==> config.mk <==
export PLATFORM = sky130hd
export DESIGN_NAME = rsp_s2_prep_ahbic_in_stage
export DESIGN_NICKNAME = d
export VERILOG_FILES = /design/src/rtl/rsp_s2_prep_ahbic_in_stage.sv
export SDC_FILE = /design/constraint.sdc
export NUM_CORES = 1
export LEC_CHECK = 0
export CAP_MARGIN = 30
export CORE_MARGIN = 1.5
export CORE_UTILIZATION = 30
export CTS_CLUSTER_DIAMETER = 30
export DETAILED_ROUTE_END_ITERATION = 12
export GPL_TIMING_DRIVEN = 0
export PLACE_DENSITY = 0.58
export SYNTH_ARGS = -nofsm -noshare
export SYNTH_HDL_FRONTEND = slang
export SYNTH_SLANG_ARGS = --single-unit
==> constraint.sdc <==
create_clock -name HCLK -period 2.6 [get_ports HCLK]
set_clock_uncertainty 0.2 [all_clocks]
set_input_delay 0.52 -clock HCLK [delete_from_list [all_inputs] [get_ports HCLK]]
set_output_delay 0.52 -clock HCLK [all_outputs]
set_load 0.01 [all_outputs]
==> src/rtl/rsp_s2_prep_ahbic_in_stage.sv <==
// AHB interconnect input stage: holds a master address phase until the shared slave port is granted.
// Optional RSP_S2_PREP_AHBIC_LOCK_EN forwards HMASTLOCKS and keeps the request up across a locked sequence.
module rsp_s2_prep_ahbic_in_stage (
  input  logic        HCLK,
  input  logic        HRESETn,
  input  logic        HSELS,
  input  logic [31:0] HADDRS,
  input  logic [1:0]  HTRANSS,
  input  logic        HWRITES,
  input  logic [2:0]  HSIZES,
  input  logic [2:0]  HBURSTS,
  input  logic [3:0]  HPROTS,
  input  logic        HMASTLOCKS,
  input  logic        HREADYS,
  output logic        HREADYOUTS,
  output logic        HRESPS,
  output logic        req_op,
  output logic        sel_op,
  output logic [31:0] addr_op,
  output logic [1:0]  trans_op,
  output logic        write_op,
  output logic [2:0]  size_op,
  output logic [2:0]  burst_op,
  output logic [3:0]  prot_op,
  output logic        mastlock_op,
  input  logic        active_op,
  input  logic        readyout_op,
  input  logic        resp_op
);

  typedef enum logic [1:0] {IDLE = 2'd0, PEND = 2'd1, DATA = 2'd2} state_t;

  state_t      state, state_nxt;
  logic        vap, accept, capture, pend;
  logic [31:0] hold_addr;
  logic [1:0]  hold_trans;
  logic        hold_write;
  logic [2:0]  hold_size;
  logic [2:0]  hold_burst;
  logic [3:0]  hold_prot;

  assign vap    = HSELS & HTRANSS[1] & HREADYS;
  assign pend   = (state == PEND);
  assign accept = active_op & readyout_op & (pend | vap);

  always_ff @(posedge HCLK or negedge HRESETn) begin
    if (!HRESETn) state <= IDLE;
    else          state <= state_nxt;
  end

  always_comb begin
    state_nxt  = state;
    capture    = 1'b0;
    HREADYOUTS = 1'b1;
    HRESPS     = 1'b0;
    case (state)
      PEND: begin
        HREADYOUTS = 1'b0;
        if (accept) state_nxt = DATA;
      end
      default: begin
        if (state == DATA) begin
          HREADYOUTS = readyout_op;
          HRESPS     = resp_op;
        end
        // A DATA phase stretched by the slave blocks any new address phase
        if (state != DATA || readyout_op) begin
          if (vap && accept) begin
            state_nxt = DATA;
          end else if (vap) begin
            state_nxt = PEND;
            capture   = 1'b1;
          end else begin
            state_nxt = IDLE;
          end
        end
      end
    endcase
  end

  always_ff @(posedge HCLK or negedge HRESETn) begin
    if (!HRESETn) begin
      hold_addr  <= '0;
      hold_trans <= '0;
      hold_write <= 1'b0;
      hold_size  <= '0;
      hold_burst <= '0;
      hold_prot  <= '0;
    end else if (capture) begin
      hold_addr  <= HADDRS;
      hold_trans <= HTRANSS;
      hold_write <= HWRITES;
      hold_size  <= HSIZES;
      hold_burst <= HBURSTS;
      hold_prot  <= HPROTS;
    end
  end

  assign sel_op   = pend | (HSELS & HREADYS);
  assign addr_op  = pend ? hold_addr  : HADDRS;
  assign trans_op = pend ? hold_trans : HTRANSS;
  assign write_op = pend ? hold_write : HWRITES;
  assign size_op  = pend ? hold_size  : HSIZES;
  assign burst_op = pend ? hold_burst : HBURSTS;
  assign prot_op  = pend ? hold_prot  : HPROTS;

`ifdef RSP_S2_PREP_AHBIC_LOCK_EN
  logic hold_lock, lock_last;

  always_ff @(posedge HCLK or negedge HRESETn) begin
    if (!HRESETn) begin
      hold_lock <= 1'b0;
      lock_last <= 1'b0;
    end else begin
      if (capture) hold_lock <= HMASTLOCKS;
      if (accept)  lock_last <= mastlock_op;
    end
  end

  assign mastlock_op = pend ? hold_lock : HMASTLOCKS;
  // Keep ownership of the shared slave between beats of a locked sequence
  assign req_op = pend | vap | ((state == IDLE) & lock_last & HMASTLOCKS);
`else
  logic unused_lock;
  assign unused_lock = HMASTLOCKS;
  assign mastlock_op = 1'b0;
  assign req_op      = pend | vap;
`endif

endmodule
==> impl_metrics.toml <==
[routing]
via_per_inst = 4.53
wirelength_um = 5680
num_vias = 1732
wl_per_cell_um = 14.9
antenna_left = 0
first_iter_violations = 26
drc = 0
drt_first_pass_iters = 4

[global_routing]
antenna_found_initial = 0
grt_usage_pct = 12.6
overflow = 0
grt_first_pass_wirelength_um = 8760
grt_max_degree = 27
grt_pass1_vias = 1752

[setup_path]
crit_path_end_kind = "output pin"
crit_slowest_cell = "dfrtp_1"
path_cells = "nor2b_4, buf_8, buf_8, mux2_2, dlygate4sd2_1"
cpMostUsedCell = "buf_8"
cp.arrival_ns = 1.74
worstPathRequired_ns = 1.88
crit_type = "flop to output pin"
worstPathMaxFanout = 10
reg2reg_from = "state[1]"
critPathLaunchType = "flop"
cp_top_family = "buffers and inverters"
cpPeakStageDelay_ns = 0.41
critPathBufInv = 3
critPathLaunch = "state[1]"

[power_and_ir_drop]
p_per_area_mw_per_mm2 = 955
pwr-share-comb_pct = 54.1
irDropWorstVdd_uv = 362
switching_share_pct = 30.1
intPower_mw = 2.55
switchingPower_mw = 1.09
p_seq_share_pct = 34.8
power_leakage_nw = 1.69
pwr-share-clk_pct = 11.2
finalPower_mw = 3.64

[placement]
place_hpwl_um = 4020
gp_congestion = 0.754
portBuffers = 100

[clocking]
clk_pin_slew_ns = 0.08
root_buffer = "clkbuf_8"
clockBufferDepth = 2
htree_levels = 2
clkLatencyLatePin_ns = 0.29
cts_inserted_buffers = 5
cts_tree = "done"
clkSinkCount = 47

[layout]
num-fill-cells = 790
nets = 331
syn_to_final_growth_pct = 48.3
final_common_cell = "clkdlybuf4s50_1"
antennaDiodeCount = 0
mostFrequentLayoutCells = "51 x clkdlybuf4s50_1, 50 x mux2_2, 47 x dfrtp_1"
layout-drive-gt1-share_pct = 44.4
fin_util_pct = 46.2

[yosys]
yosys-top-cells-area = "dfrtp_1 46%, mux2_4 23%, mux2_2 22%, buf_12 3.1%, buf_2 0.97%"
synth_nets = 219
ys_ff_latch = 47
synth_top_area_share_pct = 45.7
yosysSeqAreaShare_pct = 45.7
syn_area_mm2 = 0.00257
synth_top_cell_by_area = "dfrtp_1"
post_synth.cell_area_avg_um2 = 15.5
synth_cell_types = 24
ys.warnings.count = 0
syn_inst = 166

[floorplan]
pin_count = 103
dieArea_mm2 = 0.00914
rows = 33
die_h_um = 95.6
start_util_pct = 31.1
die_w_um = 95.6
core_area_mm2 = 0.00826

[run]
max-cap-violations = 0

[timing]
fmax_ghz = 0.406
rsz0062_at_grt = "false"
finalMaxSlewViolations = 0
min_period_ns = 2.46
tightestPinTransition_ns = 0.524
hold_viol = 0
fin_crit_sh_pct = 94.6
slew_headroom_pct = 65.1
setup_viol = 0

[status]
status = "complete, no violations"

[hold_path]
hold_path_class = "input pin to asynchronous set/reset pin"
[registers in the layout, indices dropped and copies added (netlist names)]
name	count
hold_burst	3
hold_write	1
hold_prot	4
state	2
hold_addr	32
hold_size	3
hold_trans	2
[through the flow]
step,worst slack [ns],hold slack (ns),cell area [µm²],setup TNS [ns],cells
2_1_floorplan,0.468,0.0244,2570,0,166
3_3_place_gp,-0.733,0.253,3700,-36.07,371
3_5_place_dp,-0.241,0.254,3720,-1.73,372
4_1_cts,0.00621,0.00905,3830,0,381
5_1_grt,0.0527,0.0344,3810,0,382
6_report,0.139,0.00157,3810,0,382
[logic make-up (layout without fill, tap and decap cells)]
kind of cell | after synthesis | count (layout) | share of synthesized area, %
AO/OA/AOI/OAI | 4 | 4 | 1.17
AND/OR/NAND/NOR | 12 | 12 | 3.11
buffers and inverters | 13 | 124 | 5.16
other | 1 | 1 | 0.146
multiplexers | 89 | 89 | 44.7
flip-flops | 47 | 47 | 45.7
[layout make-up]
| cell class | count | area (µm²) | area share (%) |
|---|---|---|---|
| multi-input cells | 106 | 1270 | 33.4 |
| flip-flops and latches | 47 | 1180 | 30.9 |
| repair buffers | 105 | 960 | 25.2 |
| clock buffers | 6 | 72.6 | 1.90 |
| well taps | 105 | 131 | 3.45 |
| plain buffers | 12 | 194 | 5.09 |
| inverters | 1 | 3.75 | 0.0985 |
[final timing paths]
path                                 end  slack, ns  cells after the start
setup / recovery              addr_op[6]       0.14                      5
hold / removal             hold_addr[17]      0.002                      1
setup reg to reg           hold_burst[2]       0.45                      7
hold reg to reg            hold_trans[1]       0.27                      1
max in group asynchronous  hold_addr[13]       1.68                      2
min in group HCLK          hold_trans[1]       0.27                      1
[cells in the mapped netlist, drive strengths merged]
cell,n
or2,1
nor4b,1
nor2b,1
nand2b,1
nand2,2
inv,1
a21o,2
a221oi,1
buf,11
conb,1
dfrtp,47
nor2,1
nor3b,1
clkbuf,1
nand3,1
a31oi,1
and3,1
mux2,89
or2b,1
and3b,1
[routing by layer]
metal,vias to the layer above,wire length [µm],GRT usage [%]
li1,818,-,-
met1,855,2590,17.0
met2,57,2680,20.1
met3,2,390,3.43
met4,0,17,2.57
met5,-,0,0
[repair_timing]
action | in CTS | in global routing
hold buffers | 0 | 0
gates resized for setup | 74 | 10
setup buffers | 3 | 1
setup endpoints to repair | 48 | 20
[power groups by stage]
| stage | logic, mW | clock network (mW) | registers [mW] |
|---|---|---|---|
| finish | 1.97 | 0.406 | 1.27 |
| global route | 2.12 | 0.460 | 1.31 |
| floorplan | 1.24 | 0 | 1.22 |
| CTS | 2.01 | 0.432 | 1.26 |
| global placement | 2.06 | 0 | 1.27 |
| detailed placement | 2.07 | 0 | 1.27 |
Power figures use the tool's default switching activity.
